<file path="config.mk">
export PLATFORM = sky130hd
export DESIGN_NAME = can_rx_field_sequencer_flat
export DESIGN_NICKNAME = d
export VERILOG_FILES = /design/src/rtl/can_rx_field_sequencer_if.sv /design/src/rtl/can_rx_field_sequencer.sv /design/src/flat_wrapper.sv
export SDC_FILE = /design/constraint.sdc
export NUM_CORES = 1
export LEC_CHECK = 0
export BUFFER_PORTS_ARGS = -buffer_cell sky130_fd_sc_hd__buf_2
export CELL_PAD_IN_SITES_DETAIL_PLACEMENT = 1
export CELL_PAD_IN_SITES_GLOBAL_PLACEMENT = 2
export CORE_ASPECT_RATIO = 0.7
export CORE_MARGIN = 2
export CORE_UTILIZATION = 35
export DETAILED_ROUTE_END_ITERATION = 16
export GPL_ROUTABILITY_DRIVEN = 0
export MAX_ROUTING_LAYER = met4
export PLACE_DENSITY = 0.78
export SYNTH_ARGS = -nofsm -noshare
export SYNTH_HDL_FRONTEND = slang
export SYNTH_SLANG_ARGS = --single-unit
</file>
<file path="constraint.sdc">
create_clock -name clk_i -period 10.9 [get_ports clk_i]
set_clock_uncertainty 0.15 [all_clocks]
set_input_delay 1.09 -clock clk_i [delete_from_list [all_inputs] [get_ports clk_i]]
set_output_delay 1.09 -clock clk_i [all_outputs]
set_load 0.02 [all_outputs]
</file>
<file path="src/rtl/can_rx_field_sequencer_if.sv">
// Bus between the bit destuffer / protocol FSM (master) and the receive field sequencer (slave).
// Signal names keep their direction suffix as seen from the sequencer.
interface can_rx_field_sequencer_if;
  logic        sample_point_i;
  logic        sampled_bit_i;
  logic        fdf_i;
  logic        rtr_i;
  logic        is_dlc_i;
  logic        is_data_i;
  logic        is_stuff_count_i;
  logic        is_crc_i;
  logic        is_error_frame_i;

  logic        go_rx_data_o;
  logic        go_rx_stuff_count_o;
  logic        go_rx_crc_o;
  logic        go_rx_crc_lim_o;
  logic [3:0]  dlc_o;
  logic [6:0]  data_len_o;
  logic [7:0]  data_byte_o;
  logic [5:0]  data_byte_idx_o;
  logic        data_byte_valid_o;
  logic [2:0]  stuff_count_o;
  logic        stuff_parity_err_o;
  logic [20:0] crc_rx_o;
  logic [4:0]  crc_len_o;

  modport master (
    output sample_point_i, sampled_bit_i, fdf_i, rtr_i,
    output is_dlc_i, is_data_i, is_stuff_count_i, is_crc_i, is_error_frame_i,
    input  go_rx_data_o, go_rx_stuff_count_o, go_rx_crc_o, go_rx_crc_lim_o,
    input  dlc_o, data_len_o, data_byte_o, data_byte_idx_o, data_byte_valid_o,
    input  stuff_count_o, stuff_parity_err_o, crc_rx_o, crc_len_o
  );

  modport slave (
    input  sample_point_i, sampled_bit_i, fdf_i, rtr_i,
    input  is_dlc_i, is_data_i, is_stuff_count_i, is_crc_i, is_error_frame_i,
    output go_rx_data_o, go_rx_stuff_count_o, go_rx_crc_o, go_rx_crc_lim_o,
    output dlc_o, data_len_o, data_byte_o, data_byte_idx_o, data_byte_valid_o,
    output stuff_count_o, stuff_parity_err_o, crc_rx_o, crc_len_o
  );
endinterface

</file>
<file path="src/rtl/can_rx_field_sequencer.sv">
// Receive-side field sequencer for the DLC, data, stuff-count and CRC fields of CAN / CAN FD.
// Counts destuffed bits per field, assembles field contents and pulses the FSM transitions.
module can_rx_field_sequencer #(
  parameter int unsigned MAX_BYTES = 64
) (
  input  logic                           clk_i,
  input  logic                           rst_i,
  can_rx_field_sequencer_if.slave        bus
);

  localparam int unsigned CntW = $clog2(MAX_BYTES * 8 + 1);
  typedef logic [CntW-1:0] cnt_t;

  localparam logic [3:0] FieldDlc   = 4'b1000;
  localparam logic [3:0] FieldData  = 4'b0100;
  localparam logic [3:0] FieldStuff = 4'b0010;
  localparam logic [3:0] FieldCrc   = 4'b0001;

  function automatic logic [6:0] dlc_to_len(input logic fd, input logic rtr,
                                            input logic [3:0] dlc);
    logic [6:0] len;
    if (!fd) begin
      if (rtr)             len = 7'd0;
      else if (dlc > 4'd8) len = 7'd8;
      else                 len = {3'b000, dlc};
    end else begin
      unique case (dlc)
        4'd9:    len = 7'd12;
        4'd10:   len = 7'd16;
        4'd11:   len = 7'd20;
        4'd12:   len = 7'd24;
        4'd13:   len = 7'd32;
        4'd14:   len = 7'd48;
        4'd15:   len = 7'd64;
        default: len = {3'b000, dlc};
      endcase
    end
    return len;
  endfunction

  logic [3:0]  field_sel, field_q, field_d;
  logic        field_valid, accept, rx_bit;
  cnt_t        bit_cnt_q, bit_cnt_d, cnt_base, cnt_next, data_bits;

  logic [3:0]  dlc_q, dlc_d, dlc_shift;
  logic [6:0]  data_len_q, data_len_d, len_dec;
  logic [6:0]  byte_sr_q, byte_sr_d;
  logic [7:0]  data_byte_q, data_byte_d, byte_shift;
  logic [5:0]  data_byte_idx_q, data_byte_idx_d;
  logic        data_byte_valid_q, data_byte_valid_d;
  logic [2:0]  stuff_count_q, stuff_count_d;
  logic        parity_acc_q, parity_acc_d;
  logic        stuff_parity_err_q, stuff_parity_err_d;
  logic [20:0] crc_rx_q, crc_rx_d;
  logic [4:0]  crc_len_q, crc_len_d;
  logic        go_rx_data_q, go_rx_data_d;
  logic        go_rx_stuff_count_q, go_rx_stuff_count_d;
  logic        go_rx_crc_q, go_rx_crc_d;
  logic        go_rx_crc_lim_q, go_rx_crc_lim_d;

  assign field_sel   = {bus.is_dlc_i, bus.is_data_i, bus.is_stuff_count_i, bus.is_crc_i};
  assign field_valid = $onehot(field_sel) && !bus.is_error_frame_i;
  assign accept      = bus.sample_point_i && field_valid;
  assign rx_bit      = bus.sampled_bit_i;

  // A field entered afresh (or re-entered after a drop) always starts counting from zero.
  assign cnt_base  = (field_valid && (field_sel == field_q)) ? bit_cnt_q : '0;
  assign cnt_next  = cnt_base + cnt_t'(1);
  assign data_bits = cnt_t'({data_len_q, 3'b000});

  assign dlc_shift  = {dlc_q[2:0], rx_bit};
  assign byte_shift = {byte_sr_q, rx_bit};
  assign len_dec    = dlc_to_len(bus.fdf_i, bus.rtr_i, dlc_shift);

  always_comb begin
    field_d             = field_sel;
    bit_cnt_d           = field_valid ? cnt_base : '0;
    dlc_d               = dlc_q;
    data_len_d          = data_len_q;
    byte_sr_d           = byte_sr_q;
    data_byte_d         = data_byte_q;
    data_byte_idx_d     = data_byte_idx_q;
    data_byte_valid_d   = 1'b0;
    stuff_count_d       = stuff_count_q;
    parity_acc_d        = parity_acc_q;
    stuff_parity_err_d  = stuff_parity_err_q;
    crc_rx_d            = crc_rx_q;
    crc_len_d           = crc_len_q;
    go_rx_data_d        = 1'b0;
    go_rx_stuff_count_d = 1'b0;
    go_rx_crc_d         = 1'b0;
    go_rx_crc_lim_d     = 1'b0;

    if (bus.is_error_frame_i) begin
      stuff_parity_err_d = 1'b0;
    end

    if (accept) begin
      bit_cnt_d = cnt_next;
      unique case (field_sel)
        FieldDlc: begin
          dlc_d = dlc_shift;
          if (cnt_base == '0) begin
            crc_rx_d           = '0;
            stuff_parity_err_d = 1'b0;
          end
          if (cnt_next == cnt_t'(4)) begin
            bit_cnt_d  = '0;
            data_len_d = len_dec;
            if (!bus.fdf_i)              crc_len_d = 5'd15;
            else if (len_dec <= 7'd16)   crc_len_d = 5'd17;
            else                         crc_len_d = 5'd21;
            if (len_dec != 7'd0)         go_rx_data_d        = 1'b1;
            else if (bus.fdf_i)          go_rx_stuff_count_d = 1'b1;
            else                         go_rx_crc_d         = 1'b1;
          end
        end
        FieldData: begin
          byte_sr_d = byte_shift[6:0];
          if (cnt_next[2:0] == 3'b000) begin
            data_byte_d       = byte_shift;
            data_byte_idx_d   = 6'(cnt_base >> 3);
            data_byte_valid_d = 1'b1;
          end
          if (cnt_next == data_bits) begin
            bit_cnt_d = '0;
            if (bus.fdf_i) go_rx_stuff_count_d = 1'b1;
            else           go_rx_crc_d         = 1'b1;
          end
        end
        FieldStuff: begin
          parity_acc_d = (cnt_base == '0) ? rx_bit : (parity_acc_q ^ rx_bit);
          if (cnt_next <= cnt_t'(3)) begin
            stuff_count_d = {stuff_count_q[1:0], rx_bit};
          end
          if (cnt_next == cnt_t'(4)) begin
            bit_cnt_d = '0;
            if (parity_acc_q ^ rx_bit) stuff_parity_err_d = 1'b1;
            go_rx_crc_d = 1'b1;
          end
        end
        FieldCrc: begin
          // Cleared at DLC start, so shorter CRCs leave the upper bits zero.
          crc_rx_d = {crc_rx_q[19:0], rx_bit};
          if (cnt_next == cnt_t'(crc_len_q)) begin
            bit_cnt_d       = '0;
            go_rx_crc_lim_d = 1'b1;
          end
        end
        default: ;
      endcase
    end
  end

  always_ff @(posedge clk_i or posedge rst_i) begin
    if (rst_i) begin
      field_q             <= '0;
      bit_cnt_q           <= '0;
      dlc_q               <= '0;
      data_len_q          <= '0;
      byte_sr_q           <= '0;
      data_byte_q         <= '0;
      data_byte_idx_q     <= '0;
      data_byte_valid_q   <= 1'b0;
      stuff_count_q       <= '0;
      parity_acc_q        <= 1'b0;
      stuff_parity_err_q  <= 1'b0;
      crc_rx_q            <= '0;
      crc_len_q           <= '0;
      go_rx_data_q        <= 1'b0;
      go_rx_stuff_count_q <= 1'b0;
      go_rx_crc_q         <= 1'b0;
      go_rx_crc_lim_q     <= 1'b0;
    end else begin
      field_q             <= field_d;
      bit_cnt_q           <= bit_cnt_d;
      dlc_q               <= dlc_d;
      data_len_q          <= data_len_d;
      byte_sr_q           <= byte_sr_d;
      data_byte_q         <= data_byte_d;
      data_byte_idx_q     <= data_byte_idx_d;
      data_byte_valid_q   <= data_byte_valid_d;
      stuff_count_q       <= stuff_count_d;
      parity_acc_q        <= parity_acc_d;
      stuff_parity_err_q  <= stuff_parity_err_d;
      crc_rx_q            <= crc_rx_d;
      crc_len_q           <= crc_len_d;
      go_rx_data_q        <= go_rx_data_d;
      go_rx_stuff_count_q <= go_rx_stuff_count_d;
      go_rx_crc_q         <= go_rx_crc_d;
      go_rx_crc_lim_q     <= go_rx_crc_lim_d;
    end
  end

  assign bus.go_rx_data_o        = go_rx_data_q;
  assign bus.go_rx_stuff_count_o = go_rx_stuff_count_q;
  assign bus.go_rx_crc_o         = go_rx_crc_q;
  assign bus.go_rx_crc_lim_o     = go_rx_crc_lim_q;
  assign bus.dlc_o               = dlc_q;
  assign bus.data_len_o          = data_len_q;
  assign bus.data_byte_o         = data_byte_q;
  assign bus.data_byte_idx_o     = data_byte_idx_q;
  assign bus.data_byte_valid_o   = data_byte_valid_q;
  assign bus.stuff_count_o       = stuff_count_q;
  assign bus.stuff_parity_err_o  = stuff_parity_err_q;
  assign bus.crc_rx_o            = crc_rx_q;
  assign bus.crc_len_o           = crc_len_q;

endmodule
</file>
<file path="src/flat_wrapper.sv">
// flat-port wrapper written by rule: the top's interface ports become plain ports
module can_rx_field_sequencer_flat 
#(
  parameter int unsigned MAX_BYTES = 64
)
  (clk_i, rst_i, bus_sample_point_i, bus_sampled_bit_i, bus_fdf_i, bus_rtr_i, bus_is_dlc_i, bus_is_data_i, bus_is_stuff_count_i, bus_is_crc_i, bus_is_error_frame_i, bus_go_rx_data_o, bus_go_rx_stuff_count_o, bus_go_rx_crc_o, bus_go_rx_crc_lim_o, bus_dlc_o, bus_data_len_o, bus_data_byte_o, bus_data_byte_idx_o, bus_data_byte_valid_o, bus_stuff_count_o, bus_stuff_parity_err_o, bus_crc_rx_o, bus_crc_len_o);
  can_rx_field_sequencer_if bus_i ();
  input  logic clk_i;
  input  logic rst_i;
  input wire logic [$bits(bus_i.sample_point_i)-1:0] bus_sample_point_i;
  input wire logic [$bits(bus_i.sampled_bit_i)-1:0] bus_sampled_bit_i;
  input wire logic [$bits(bus_i.fdf_i)-1:0] bus_fdf_i;
  input wire logic [$bits(bus_i.rtr_i)-1:0] bus_rtr_i;
  input wire logic [$bits(bus_i.is_dlc_i)-1:0] bus_is_dlc_i;
  input wire logic [$bits(bus_i.is_data_i)-1:0] bus_is_data_i;
  input wire logic [$bits(bus_i.is_stuff_count_i)-1:0] bus_is_stuff_count_i;
  input wire logic [$bits(bus_i.is_crc_i)-1:0] bus_is_crc_i;
  input wire logic [$bits(bus_i.is_error_frame_i)-1:0] bus_is_error_frame_i;
  output wire logic [$bits(bus_i.go_rx_data_o)-1:0] bus_go_rx_data_o;
  output wire logic [$bits(bus_i.go_rx_stuff_count_o)-1:0] bus_go_rx_stuff_count_o;
  output wire logic [$bits(bus_i.go_rx_crc_o)-1:0] bus_go_rx_crc_o;
  output wire logic [$bits(bus_i.go_rx_crc_lim_o)-1:0] bus_go_rx_crc_lim_o;
  output wire logic [$bits(bus_i.dlc_o)-1:0] bus_dlc_o;
  output wire logic [$bits(bus_i.data_len_o)-1:0] bus_data_len_o;
  output wire logic [$bits(bus_i.data_byte_o)-1:0] bus_data_byte_o;
  output wire logic [$bits(bus_i.data_byte_idx_o)-1:0] bus_data_byte_idx_o;
  output wire logic [$bits(bus_i.data_byte_valid_o)-1:0] bus_data_byte_valid_o;
  output wire logic [$bits(bus_i.stuff_count_o)-1:0] bus_stuff_count_o;
  output wire logic [$bits(bus_i.stuff_parity_err_o)-1:0] bus_stuff_parity_err_o;
  output wire logic [$bits(bus_i.crc_rx_o)-1:0] bus_crc_rx_o;
  output wire logic [$bits(bus_i.crc_len_o)-1:0] bus_crc_len_o;
  assign bus_i.sample_point_i = bus_sample_point_i;
  assign bus_i.sampled_bit_i = bus_sampled_bit_i;
  assign bus_i.fdf_i = bus_fdf_i;
  assign bus_i.rtr_i = bus_rtr_i;
  assign bus_i.is_dlc_i = bus_is_dlc_i;
  assign bus_i.is_data_i = bus_is_data_i;
  assign bus_i.is_stuff_count_i = bus_is_stuff_count_i;
  assign bus_i.is_crc_i = bus_is_crc_i;
  assign bus_i.is_error_frame_i = bus_is_error_frame_i;
  assign bus_go_rx_data_o = bus_i.go_rx_data_o;
  assign bus_go_rx_stuff_count_o = bus_i.go_rx_stuff_count_o;
  assign bus_go_rx_crc_o = bus_i.go_rx_crc_o;
  assign bus_go_rx_crc_lim_o = bus_i.go_rx_crc_lim_o;
  assign bus_dlc_o = bus_i.dlc_o;
  assign bus_data_len_o = bus_i.data_len_o;
  assign bus_data_byte_o = bus_i.data_byte_o;
  assign bus_data_byte_idx_o = bus_i.data_byte_idx_o;
  assign bus_data_byte_valid_o = bus_i.data_byte_valid_o;
  assign bus_stuff_count_o = bus_i.stuff_count_o;
  assign bus_stuff_parity_err_o = bus_i.stuff_parity_err_o;
  assign bus_crc_rx_o = bus_i.crc_rx_o;
  assign bus_crc_len_o = bus_i.crc_len_o;
  can_rx_field_sequencer #(.MAX_BYTES(MAX_BYTES)) u_core (.clk_i(clk_i), .rst_i(rst_i), .bus(bus_i));
endmodule
</file>
# Word level (Yosys, flattened, before mapping)
# Cells that the tools add are included.
# W data, S select, Z words.
[totals] inputBits=11 output_inout_bits=60 ff_bits=82
[op_classes] eq_ne=17 n_bitwise=1 n_addsub=4 magnitude_cmp=3 mux=45 reduce_logical=16
[ops] operator="$mux W10" count=6
[ops] operator="$pmux W7 S7" count=1
[ops] operator="$pmux W21 S2" count=1
[ops] operator="$eq A4 B4 Y1 const B" count=8
[ops] operator="$pmux W10 S3" count=1
[ops] operator="$mux W1" count=27
[ops] operator="$mux W21" count=1
[ops] operator="$mux W7" count=2
[ops] operator="$reduce_and A3 Y1" count=4
[ops] operator="$add A10 B1 Y10 const B" count=1
[ops] operator="$eq A10 B10 Y1" count=1
[ops] operator="$eq A10 B3 Y1 const B" count=1
[ops] operator="$eq A10 B5 Y1" count=1
[ops] operator="$le A10 B2 Y1 const B" count=1
[ops] operator="$logic_not A10 Y1" count=1
[ops] operator="$le A7 B5 Y1 const B" count=1
[ops] operator="$reduce_bool A7 Y1" count=1
[ops] operator="$reduce_and A2 Y1" count=3
[ops] operator="$mux W5" count=1
[ops] operator="$add A1 B1 Y2" count=2
[ops] operator="$eq A4 B1 Y1 const B" count=1
[ops] operator="$eq A4 B2 Y1 const B" count=1
[ops] operator="$eq A4 B3 Y1 const B" count=1
[ops] operator="$eq A4 B4 Y1" count=1
[ops] operator="14 further kinds" count=17

# Logic depth before layout (Yosys ltp)
# Gate-level depths: netlist of run 1.
[logic_depth] word_depth=11 depth_mapped=21 ltp_nobuf=19

# Worst setup path after synthesis of run 1
# OpenSTA, ideal clock, no wires.
[synth_path] path_type="input -> register" startpoint="input bus_is_crc_i" endpoint="register u_core.bit_cnt_q[3]" path_stages=21 t_arrival_ps=5666 setup_time_ps=137 required_ps=10613 path_buffers=2 setup_slack_ps=4947 cell_sequence="inv_1 ha_1 ha_1 fa_1 nor4b_4 nor3b_4 and2_1 buf_2 nand2_1 inv_1 ha_1 buf_2 nand3_2 o21a_1 or2_1 o21a_1 o32ai_1 nand3_1 a222oi_1 or4_1 a31oi_1"
[synth_between] elab_chain_cells=11 elab_cells_between_ends=23
[synth_lines] element="start: declaration" line="flat_wrapper.sv:17" text="input wire logic [$bits(bus_i.is_crc_i)-1:0] bus_is_crc_i;"
[synth_lines] element="$add A1 B1 Y2 (implied by the code)" line="can_rx_field_sequencer.sv:62" text="assign field_valid = $onehot(field_sel) && !bus.is_error_frame_i;"
[synth_lines] element="$add A3 B3 Y3 (implied by the code)" line="can_rx_field_sequencer.sv:62"
[synth_lines] element="$eq A3 B1 Y1" line="can_rx_field_sequencer.sv:62"
[synth_lines] element="$logic_and A1 B1 Y1" line="can_rx_field_sequencer.sv:62"
[synth_lines] element="$logic_and A1 B1 Y1" line="can_rx_field_sequencer.sv:67" text="assign cnt_base = (field_valid && (field_sel == field_q)) ? bit_cnt_q : '0;"
[synth_lines] element="$mux W10" line="can_rx_field_sequencer.sv:67"
[synth_lines] element="$add A10 B1 Y10" line="can_rx_field_sequencer.sv:68" text="assign cnt_next = cnt_base + cnt_t'(1);"
[synth_lines] element="$eq A10 B5 Y1, or another cell as far along" line="can_rx_field_sequencer.sv:145" text="if (cnt_next == cnt_t'(crc_len_q)) begin"
[synth_lines] element="$mux W10 (on tied branches)"
[synth_lines] element="$pmux W10 S3" line="can_rx_field_sequencer.sv:100" text="unique case (field_sel)"
[synth_lines] element="$mux W10 *" line="can_rx_field_sequencer.sv:98" text="if (accept) begin"
[synth_lines] element="net u_core.bit_cnt_d[3]" line="can_rx_field_sequencer.sv:43" text="cnt_t bit_cnt_q, bit_cnt_d, cnt_base, cnt_next, data_bits;"
[synth_lines] element="end signal: assignment" line="can_rx_field_sequencer.sv:176" text="bit_cnt_q <= bit_cnt_d;"
[synth_lines] element="end: declaration" line="can_rx_field_sequencer.sv:43"
# The timed path passes the listed nets; every way through them passes the cells marked *.
# A chain may end at the register's enable or synchronous reset.

# Final worst setup path of run 1
[layout_path] startpoint="input bus_is_data_i" endpoint="register u_core.bit_cnt_q[3]"
[layout_between] elab_chain_cells=11 elab_cells_between_ends=23
[layout_lines] element="start: declaration" line="flat_wrapper.sv:15" text="input wire logic [$bits(bus_i.is_data_i)-1:0] bus_is_data_i;"
[layout_lines] element="$add A1 B1 Y2 (implied by the code)" line="can_rx_field_sequencer.sv:62"
[layout_lines] element="$add A3 B3 Y3 (implied by the code)" line="can_rx_field_sequencer.sv:62"
[layout_lines] element="$eq A3 B1 Y1" line="can_rx_field_sequencer.sv:62"
[layout_lines] element="$logic_and A1 B1 Y1" line="can_rx_field_sequencer.sv:62"
[layout_lines] element="$logic_and A1 B1 Y1" line="can_rx_field_sequencer.sv:67"
[layout_lines] element="$mux W10" line="can_rx_field_sequencer.sv:67"
[layout_lines] element="$add A10 B1 Y10" line="can_rx_field_sequencer.sv:68"
[layout_lines] element="$eq A10 B5 Y1, or another cell as far along" line="can_rx_field_sequencer.sv:145"
[layout_lines] element="$mux W10 (on tied branches)"
[layout_lines] element="$pmux W10 S3" line="can_rx_field_sequencer.sv:100"
[layout_lines] element="$mux W10 *" line="can_rx_field_sequencer.sv:98"
[layout_lines] element="net u_core.bit_cnt_d[3]" line="can_rx_field_sequencer.sv:43"
# Marks and branches as above.

==> impl_metrics.yaml, run 1 <==
die:
  core_sq_um: 11900
  io_pins: 71
  fp-row-count: 33
  die_w_um: 137
  die-area_sq_um: 13200
  initial_core_util_pct: 36.3
  die_h_um: 96.8
power:
  power_density_nw_per_um2: 128
  vdd_drop_max_mv: 0.0774
  p_leak_nw: 2.36
timing:
  worst_hold_slack_ns: 0.321
  fmax_ghz: 0.146
  final_hold_viol_count: 0
  setup_viol: 0
  slew_headroom_pct: 23.2
  min_period_over_period_pct: 62.6
  tightest_slew_ns: 1.15
  slew_viol_final: 0
  finalCriticalPeriod_ns: 6.83
  grt_setup_unrepaired: "false"
  tns_ns: 0
synthesis:
  synth_edf_count: 0
  syn-cell-area_sq_um: 4300
  synth_cell_types: 64
  ys.flop_type: "dfrtp_1"
  seq_area_frac_synth_pct: 47.1
  ys_async_sr_fraction_pct: 100
  syn_inst: 486
  yosys_warnings: 0
  synth_seq_cells: 81
  synth_nets: 511
  syn_avg_cell_area_sq_um: 8.85
clock_tree:
  clockRootBuffer: "clkbuf_16"
  clock_path_buffers: 2
  cts_num_sinks: 81
  cts_hold_buf: 0
  h-tree-depth: 3
  cts_resized: 0
  cts_buffers: 9
  clk_pin_slew_ns: 0.07
  cts_setup_buffers: 0
  cts_tree: "yes"
  clk-insertion-delay-late_ns: 0.35
global_route:
  grt_usage_pct: 20.0
  first_global_vias: 3758
  antenna_found_initial: 0
  grt_pass1_wl_um: 20100
  grt_start_max_net_pins: 82
  grt-ovfl-total: 0
min_path:
  hold_path_class: "flop to flop"
critical_path:
  path_cells: "buf_2, inv_1, ha_1, ha_1, fa_1, nor4b_4, nor3b_4, and2_1, nand2_1, inv_1, ha_1, and3_1, xnor2_1, or4b_1, a21oi_1, a31o_1, nand4_1, a222oi_1, or4_1, a31oi_1"
  cp_num_buf_inv: 3
  crit_family: "simple AND/OR/NAND/NOR gates"
  crit_path_start_kind: "input port"
  arrival_ns: 6.88
  slowest_stage: "a222oi_1"
  cp_common_cell: "ha_1"
  required_ns: 10.96
  crit_path_max_incr_delay_ns: 0.97
  worstSetupPathType: "input port to flop"
  cp-end-kind: "flop"
  cp_max_fo: 13
routing:
  vias: 3662
  routedWlPerCell_um: 17.4
  wirelength_um: 12200
  drt_iter0_drc: 153
  detail-route-antenna-nets: 0
  vias_per_cell: 5.24
  drc: 0
  first_pass_iters: 4
layout:
  final_common_cell: "nand2_1"
  area_growth_pct: 16.5
  final_area_sq_um: 5010
  nNetsFinal: 562
  final_core_utilization_pct: 42.3
  drive_above_1_share_pct: 19.4
  final_cell_mix: "nand2_1, dfrtp_1, buf_2"
  n_antenna_cell: 0
place:
  placed_cell_area_sq_um: 4720
  hpwlAfterDp_um: 8880
  portBuffers: 70
flow_run:
  cap_violations: 0
run_status:
  status: "finished, final reports clean"
## flip-flops by register name (all words and copies together) (netlist names), 3 cells and up
register	flops
u_core.bit_cnt_q	10
u_core.bus.crc_len_o	4
u_core.bus.crc_rx_o	21
u_core.bus.data_byte_idx_o	6
u_core.bus.data_byte_o	8
u_core.bus.data_len_o	7
u_core.bus.dlc_o	4
u_core.bus.stuff_count_o	3
u_core.byte_sr_q	7
u_core.field_q	4
## final timing paths
kind | from | to | slack, ns | depth (start not counted)
max | bus_is_data_i | u_core.bit_cnt_q[3] | 4.07 | 20
min | u_core.bus.data_byte_o[3] | u_core.bus.data_byte_o[3] | 0.32 | 2
max reg2reg | u_core.field_q[2] | u_core.bit_cnt_q[3] | 5.87 | 15
min reg2reg | u_core.bus.data_byte_o[3] | u_core.bus.data_byte_o[3] | 0.32 | 2
max in group asynchronous | rst_i | u_core.bus.crc_len_o[2] | 9.03 | 3
min in group asynchronous | rst_i | u_core.bus.data_byte_o[6] | 0.91 | 3
## kinds of logic after synthesis
family                     after synthesis  share of synthesized area [%]
buffers and inverters                   49                           4.68
adders and majority gates               14                           4.25
and+or+nand+nor                        216                           23.9
AOI/OAI and AO/OA                      101                           13.9
DFF                                     81                           47.1
muxes                                    6                           1.57
xor gates and xnor gates                19                           4.54
## cell type report
type                    count  area, sq um
repair buffers             71          358
multi-input cells         356         2070
clock buffers              10          239
clock inverters             6         50.0
well taps                 157          196
inverters                  18         68.8
fillers                  1389         6840
flip-flops and latches     81         2030
## worst min-delay path, stage by stage (launching register included)
cell and delay [ns]:
dfrtp_1 0.34, nand2_1 0.05, nand2_1 0.05
## per-layer routing
layer	global-route usage (%)	vias up	wire length (um)
met3	4.30	10	704
met5	-	-	0
li1	-	1759	-
met1	29.8	1794	6260
met4	4.81	0	125
met2	27.5	99	5060
## report_power, final
group	internal [mW]	switching (mW)	leakage (nW)
clock	0.164	0.134	0.141
sequential	0.303	0.00385	1.12
combinational	0.0115	0.0270	1.09
total	0.479	0.164	2.36
## cells in the mapped netlist, types with 5 or more instances
master / n / area (sq um)
nand2_1: 136 / 510
ha_1: 13 / 163
clkbuf_1: 19 / 71.3
o21ai_1: 5 / 25.0
nor2_1: 12 / 45.0
a21oi_1: 16 / 80.1
nand4_1: 6 / 37.5
inv_1: 16 / 60.1
dfrtp_1: 81 / 2030
mux2_2: 6 / 67.6
buf_2: 8 / 40.0
xor2_1: 7 / 61.3
o21ai_0: 46 / 230
xnor2_1: 9 / 78.8
nand3_1: 21 / 105
## metrics by stage
stage | cells | power, mW | worst slack [ns]
floorplan | 486 | 0.338 | 4.95
detailed placement | 683 | 0.352 | 3.69
global placement | 683 | 0.351 | 3.99
global route | 699 | 0.668 | 3.48
CTS | 699 | 0.652 | 4.04
finish | 699 | 0.643 | 4.07
Note: power is estimated with default switching activity, not from simulation.
==> run 2, diff against run 1 <==
--- a/config.mk
+++ b/config.mk
@@ -10,11 +10,11 @@
 export CELL_PAD_IN_SITES_GLOBAL_PLACEMENT = 2
 export CORE_ASPECT_RATIO = 0.7
 export CORE_MARGIN = 2
-export CORE_UTILIZATION = 35
+export CORE_UTILIZATION = 31
 export DETAILED_ROUTE_END_ITERATION = 16
 export GPL_ROUTABILITY_DRIVEN = 0
 export MAX_ROUTING_LAYER = met4
-export PLACE_DENSITY = 0.78
+export PLACE_DENSITY = 0.73
 export SYNTH_ARGS = -nofsm -noshare
 export SYNTH_HDL_FRONTEND = slang
 export SYNTH_SLANG_ARGS = --single-unit
==> constraint.sdc (replaced) <==
create_clock -name clk_i -period 5.47 [get_ports clk_i]
set_clock_uncertainty 0.15 [all_clocks]
set_input_delay 0.547 -clock clk_i [delete_from_list [all_inputs] [get_ports clk_i]]
set_output_delay 0.547 -clock clk_i [all_outputs]
set_load 0.02 [all_outputs]
==> run 2 against run 1 <==
- combinational power up 110%
- sequential power up 99%
- non-clock buffer count rose by 9
- first-iteration DRC count grew 20%
- highest routed layer unchanged
- critical path depth up 1
- critical endpoint unchanged
- count of clock-buffer cells in the layout decreased by 1
==> impl_metrics.yaml, run 2 (synthesis results as in run 1) <==
global_route:
  use_met2_pct: 26.5
  grt_start_max_net_pins: 82
  grt-ovfl-total: 0
  antenna_found_initial: 0
  grt_most_used_layer: "met1"
  first_global_vias: 3786
  grt_usage_pct: 18.5
  use_met3_pct: 3.62
  use_met1_pct: 26.7
  grt_pass1_wl_um: 20400
clock_tree:
  cts_resized: 0
  h-tree-depth: 3
  clk_pin_slew_ns: 0.07
  cts_tree: "yes"
  cts_hold_buf: 0
  cts_setup_buffers: 0
  cts_buffers: 9
  clk-insertion-delay-late_ns: 0.35
  clockRootBuffer: "clkbuf_16"
  clock_path_buffers: 2
  cts_num_sinks: 81
critical_path:
  path_cells: "buf_2, inv_1, ha_1, ha_1, fa_1, nor4b_4, nor3b_4, and2_2, nand2_1, inv_1, ha_1, nand3_2, o21a_1, or2_1, o21a_1, o32ai_1, nand3_1, a222oi_1, buf_4, nand3b_1, a31oi_1"
  crit_path_start_kind: "input port"
  cp_common_cell: "ha_1"
  worstSetupPathType: "input port to flop"
  cp_num_buf_inv: 4
  cp_max_fo: 9
  crit_family: "simple AND/OR/NAND/NOR gates"
  arrival_ns: 5.16
  cp-end-kind: "flop"
  required_ns: 5.53
  crit_path_max_incr_delay_ns: 0.48
  slowest_stage: "fa_1"
timing:
  finalCriticalPeriod_ns: 5.10
  slew_viol_final: 0
  final_hold_viol_count: 0
  min_period_over_period_pct: 93.3
  slew_headroom_pct: 30.9
  fmax_ghz: 0.196
  setup_viol: 0
  tns_ns: 0
  grt_setup_unrepaired: "false"
  tightest_slew_ns: 1.04
  worst_hold_slack_ns: 0.234
power:
  vdd_drop_max_mv: 0.150
  p_leak_nw: 2.42
  power_density_nw_per_um2: 266
layout:
  stdcell_count: 736
  final_area_sq_um: 5160
  area_growth_pct: 19.9
  final_cell_mix: "nand2_1, dfrtp_1, buf_2"
  final_common_cell: "nand2_1"
  final_core_utilization_pct: 38.6
  nNetsFinal: 571
  n_antenna_cell: 0
  drive_above_1_share_pct: 20.9
  largest_register_ffs: 21
place:
  dp_cells: 720
  hpwlAfterDp_um: 9120
  placed_cell_area_sq_um: 4830
  portBuffers: 70
routing:
  wirelength_um: 12400
  vias: 3657
  drt_iter0_drc: 184
  drc: 0
  vias_per_cell: 4.97
  detail-route-antenna-nets: 0
  first_pass_iters: 4
  routedWlPerCell_um: 16.9
die:
  die_h_um: 103
  io_pins: 71
  initial_core_util_pct: 32.2
  fp-row-count: 35
  die-area_sq_um: 14900
  core_sq_um: 13400
  die_w_um: 145
run_status:
  status: "finished, final reports clean"
min_path:
  hold_path_class: "input port to flop"
flow_run:
  cap_violations: 0
run 2: cell types whose count changed in the layout (fill, tap and decap cells not counted):
cell / previous run / this run
and2_1: 2 / 1
and2_2: 0 / 1
buf_4: 1 / 10
bufinv_16: 0 / 2
clkbuf_8: 1 / 0
clkinv_2: 2 / 1
clkinv_4: 1 / 0
inv_6: 2 / 3
run 2: power by group:
part / switching, mW / internal [mW]
combinational: 0.0556 / 0.0255
clock: 0.270 / 0.408
sequential: 0.00703 / 0.604
run 2: area by class of cell:
cell class                      count  area [sq um]
Fill cell                        1561          8200
Inverter                           18          68.8
Sequential cell                    81          2030
Clock inverter                      7           105
Clock buffer                        9           225
Timing Repair Buffer               80           425
Tap cell                          185           231
Multi-Input combinational cell    356          2080
run 2: worst reg2reg max path, stage by stage, from the launching register on:
cell and delay [ns]:
dfrtp_1 0.38, xor2_1 0.21, nor2_1 0.30, and2_2 0.29, nand2_1 0.14, inv_1 0.14
ha_1 0.21, nand3_2 0.13, o21a_1 0.23, or2_1 0.27, o21a_1 0.20, o32ai_1 0.25
nand3_1 0.19, a222oi_1 0.39, buf_4 0.24, nand3b_1 0.12, a31oi_1 0.09
run 2: worst paths after layout:
check / slack (ns) / endpoint / start / cells past startpoint
worst max-delay path: 0.37 / u_core.bit_cnt_q[3] / bus_is_crc_i / 21
worst max register to register: 1.40 / u_core.bit_cnt_q[3] / u_core.field_q[2] / 16
worst min register to register: 0.32 / u_core.bus.data_byte_idx_o[0] / u_core.bus.data_byte_idx_o[0] / 2
max in group asynchronous: 4.13 / u_core.bus.data_len_o[1] / rst_i / 3
min in group asynchronous: 0.36 / u_core.bus.data_byte_o[5] / rst_i / 3
worst min-delay path: 0.23 / u_core.field_q[1] / bus_is_stuff_count_i / 1
run 2: per-layer routing:
| metal | part of all wire, % | wire length, um |
|---|---|---|
| met3 | 3.9 | 480 |
| met5 | 0 | 0 |
| met1 | 53 | 6540 |
| met2 | 42 | 5250 |
| met4 | 1.2 | 145 |
run 2: stage by stage:
| stage | total power, mW | setup WS (ns) |
|---|---|---|
| floorplan | 0.674 | 0.0597 |
| global route | 1.43 | 0.0762 |
| detailed placement | 0.706 | -0.0669 |
| global placement | 0.704 | 0.169 |
| finish | 1.37 | 0.365 |
| CTS | 1.40 | 0.310 |
==> run 3, diff against run 2 <==
--- a/config.mk
+++ b/config.mk
@@ -6,7 +6,7 @@
 export NUM_CORES = 1
 export LEC_CHECK = 0
 export BUFFER_PORTS_ARGS = -buffer_cell sky130_fd_sc_hd__buf_2
-export CELL_PAD_IN_SITES_DETAIL_PLACEMENT = 1
+export CELL_PAD_IN_SITES_DETAIL_PLACEMENT = 0
 export CELL_PAD_IN_SITES_GLOBAL_PLACEMENT = 2
 export CORE_ASPECT_RATIO = 0.7
 export CORE_MARGIN = 2
==> run 3 against run 2 <==
- maximum frequency grew 0.26%
- hold slack improved by 0.0039 ns
- wire length is 7.6% lower
- register-to-register slack worse by 0.02 ns
- non-clock buffer count unchanged
- combinational power down 1%
- count of clock-buffer cells in the layout stayed put
- clock power shrank 2%
- first-iteration DRC count up 25%
- global-route usage is 1.4 points lower
- total power down 1.0%
- critical path type unchanged
- largest cell class unchanged
==> impl_metrics.yaml, run 3 (synthesis results as in run 1) <==
clock_tree:
  cts_buffers: 9
  clk_pin_slew_ns: 0.07
  h-tree-depth: 3
  cts_hold_buf: 0
  clk-insertion-delay-late_ns: 0.34
  cts_num_sinks: 81
  clock_path_buffers: 2
  clockRootBuffer: "clkbuf_16"
  cts_tree: "yes"
global_route:
  use_met1_pct: 25.9
  grt_most_used_layer: "met1"
  grt_usage_pct: 17.2
  use_met3_pct: 3.86
  grt_start_max_net_pins: 82
  grt_pass1_wl_um: 19100
  first_global_vias: 3514
  antenna_found_initial: 0
  grt-ovfl-total: 0
  use_met2_pct: 22.9
power:
  p_leak_nw: 2.42
  power_density_nw_per_um2: 263
  finalPower_mw: 1.36
  vdd_drop_max_mv: 0.135
critical_path:
  worstSetupPathType: "input port to flop"
  r2r-start: "u_core.field_q[2]"
  cp_common_cell: "ha_1"
  cp_max_fo: 9
  crit_path_max_incr_delay_ns: 0.48
  reg2reg_depth: 16
  reg2reg_setup_slack_ns: 1.38
  r2r-end: "u_core.bit_cnt_q[3]"
  required_ns: 5.52
  path_cells: "buf_2, inv_1, ha_1, ha_1, fa_1, nor4b_4, nor3b_4, and2_2, nand2_1, inv_1, ha_1, nand3_2, o21a_1, or2_1, o21a_1, o32ai_1, nand3_1, a222oi_1, buf_4, nand3b_1, a31oi_1"
  cp-end-kind: "flop"
  slowest_stage: "fa_1"
  crit_path_start_kind: "input port"
  arrival_ns: 5.14
routing:
  drt_iter0_drc: 230
  first_pass_iters: 4
  vias_per_cell: 4.85
  vias: 3570
  detail-route-antenna-nets: 0
  drc: 0
  wirelength_um: 11500
  routedWlPerCell_um: 15.6
place:
  hpwlAfterDp_um: 8350
  post-place-ws_ns: -0.0194
  portBuffers: 70
  placed_cell_area_sq_um: 4830
  dp_cells: 720
layout:
  final_core_utilization_pct: 38.6
  area_growth_pct: 19.8
  multi_input_area_sq_um: 2080
  largest_register_ffs: 21
  drive_above_1_share_pct: 20.9
  final_area_sq_um: 5160
  final_cell_mix: "nand2_1, dfrtp_1, buf_2"
  n_antenna_cell: 0
  seqCellArea_sq_um: 2030
  stdcell_count: 736
  fillerInstances: 1370
  nNetsFinal: 571
  final_common_cell: "nand2_1"
min_path:
  hold_end: "u_core.field_q[0]"
  hold_path_class: "input port to flop"
  hold_start: "bus_is_crc_i"
  min_delay_path_depth: 1
timing:
  tightest_slew_ns: 1.04
  slew_headroom_pct: 30.8
  fmax_ghz: 0.196
  setup_viol: 0
  tns_ns: 0
  min_period_over_period_pct: 93.1
  slew_viol_final: 0
  finalCriticalPeriod_ns: 5.09
  final_hold_viol_count: 0
  grt_setup_unrepaired: "false"
  fin_ws_ns: 0.379
  worst_hold_slack_ns: 0.238
flow_run:
  cap_violations: 0
die:
  die_w_um: 145
  fp-row-count: 35
  initial_core_util_pct: 32.2
  core_sq_um: 13400
  io_pins: 71
  die-area_sq_um: 14900
  die_h_um: 103
run_status:
  status: "finished, final reports clean"
==> run 3: cell count changes in the layout (fill, tap and decap cells not counted), sizes merged <==
cell,change
clkinvlp,-1
clkinv,+3
inv,-2
==> run 3: metal layers <==
layer / vias up / routed length (um)
li1: 1780 / -
met1: 1685 / 6220
met2: 96 / 4490
met3: 9 / 640
met4: 0 / 115
met5: - / 0
==> run 3: how the worst max path moves through the flow <==
stage                 start                   to  depth (start not counted)
3_5_place_dp   bus_is_crc_i  u_core.bit_cnt_q[3]                         21
6_report       bus_is_crc_i  u_core.bit_cnt_q[3]                         21
4_1_cts        bus_is_crc_i  u_core.bit_cnt_q[3]                         21
2_1_floorplan  bus_is_crc_i  u_core.bit_cnt_q[3]                         21
5_1_grt        bus_is_crc_i  u_core.bit_cnt_q[3]                         21
3_3_place_gp   bus_is_crc_i  u_core.bit_cnt_q[3]                         21
==> run 3: cell type report <==
class	instances	share of cell area, %
Sequential cell	81	39.3
Timing Repair Buffer	80	8.25
Inverter	18	1.33
Clock inverter	7	1.99
Clock buffer	9	4.37
Tap cell	185	4.49
Multi-Input combinational cell	356	40.3
==> run 3: where the power goes <==
group          internal (mW)  switching, mW
combinational         0.0254         0.0545
clock                  0.405          0.260
sequential             0.605        0.00685
==> run 3: critical path: cells and delay by family <==
| family | cells | cell delay, ns |
|---|---|---|
| simple gates | 8 | 1.66 |
| fa+ha+maj | 4 | 1.19 |
| compound gates | 5 | 1.16 |
| buf+inv | 4 | 0.56 |
==> run 3: what timing repair did <==
item	4_1_cts	5_1_grt
resized for setup	0	1
setup buffers	0	0
setup endpoints to repair	0	2
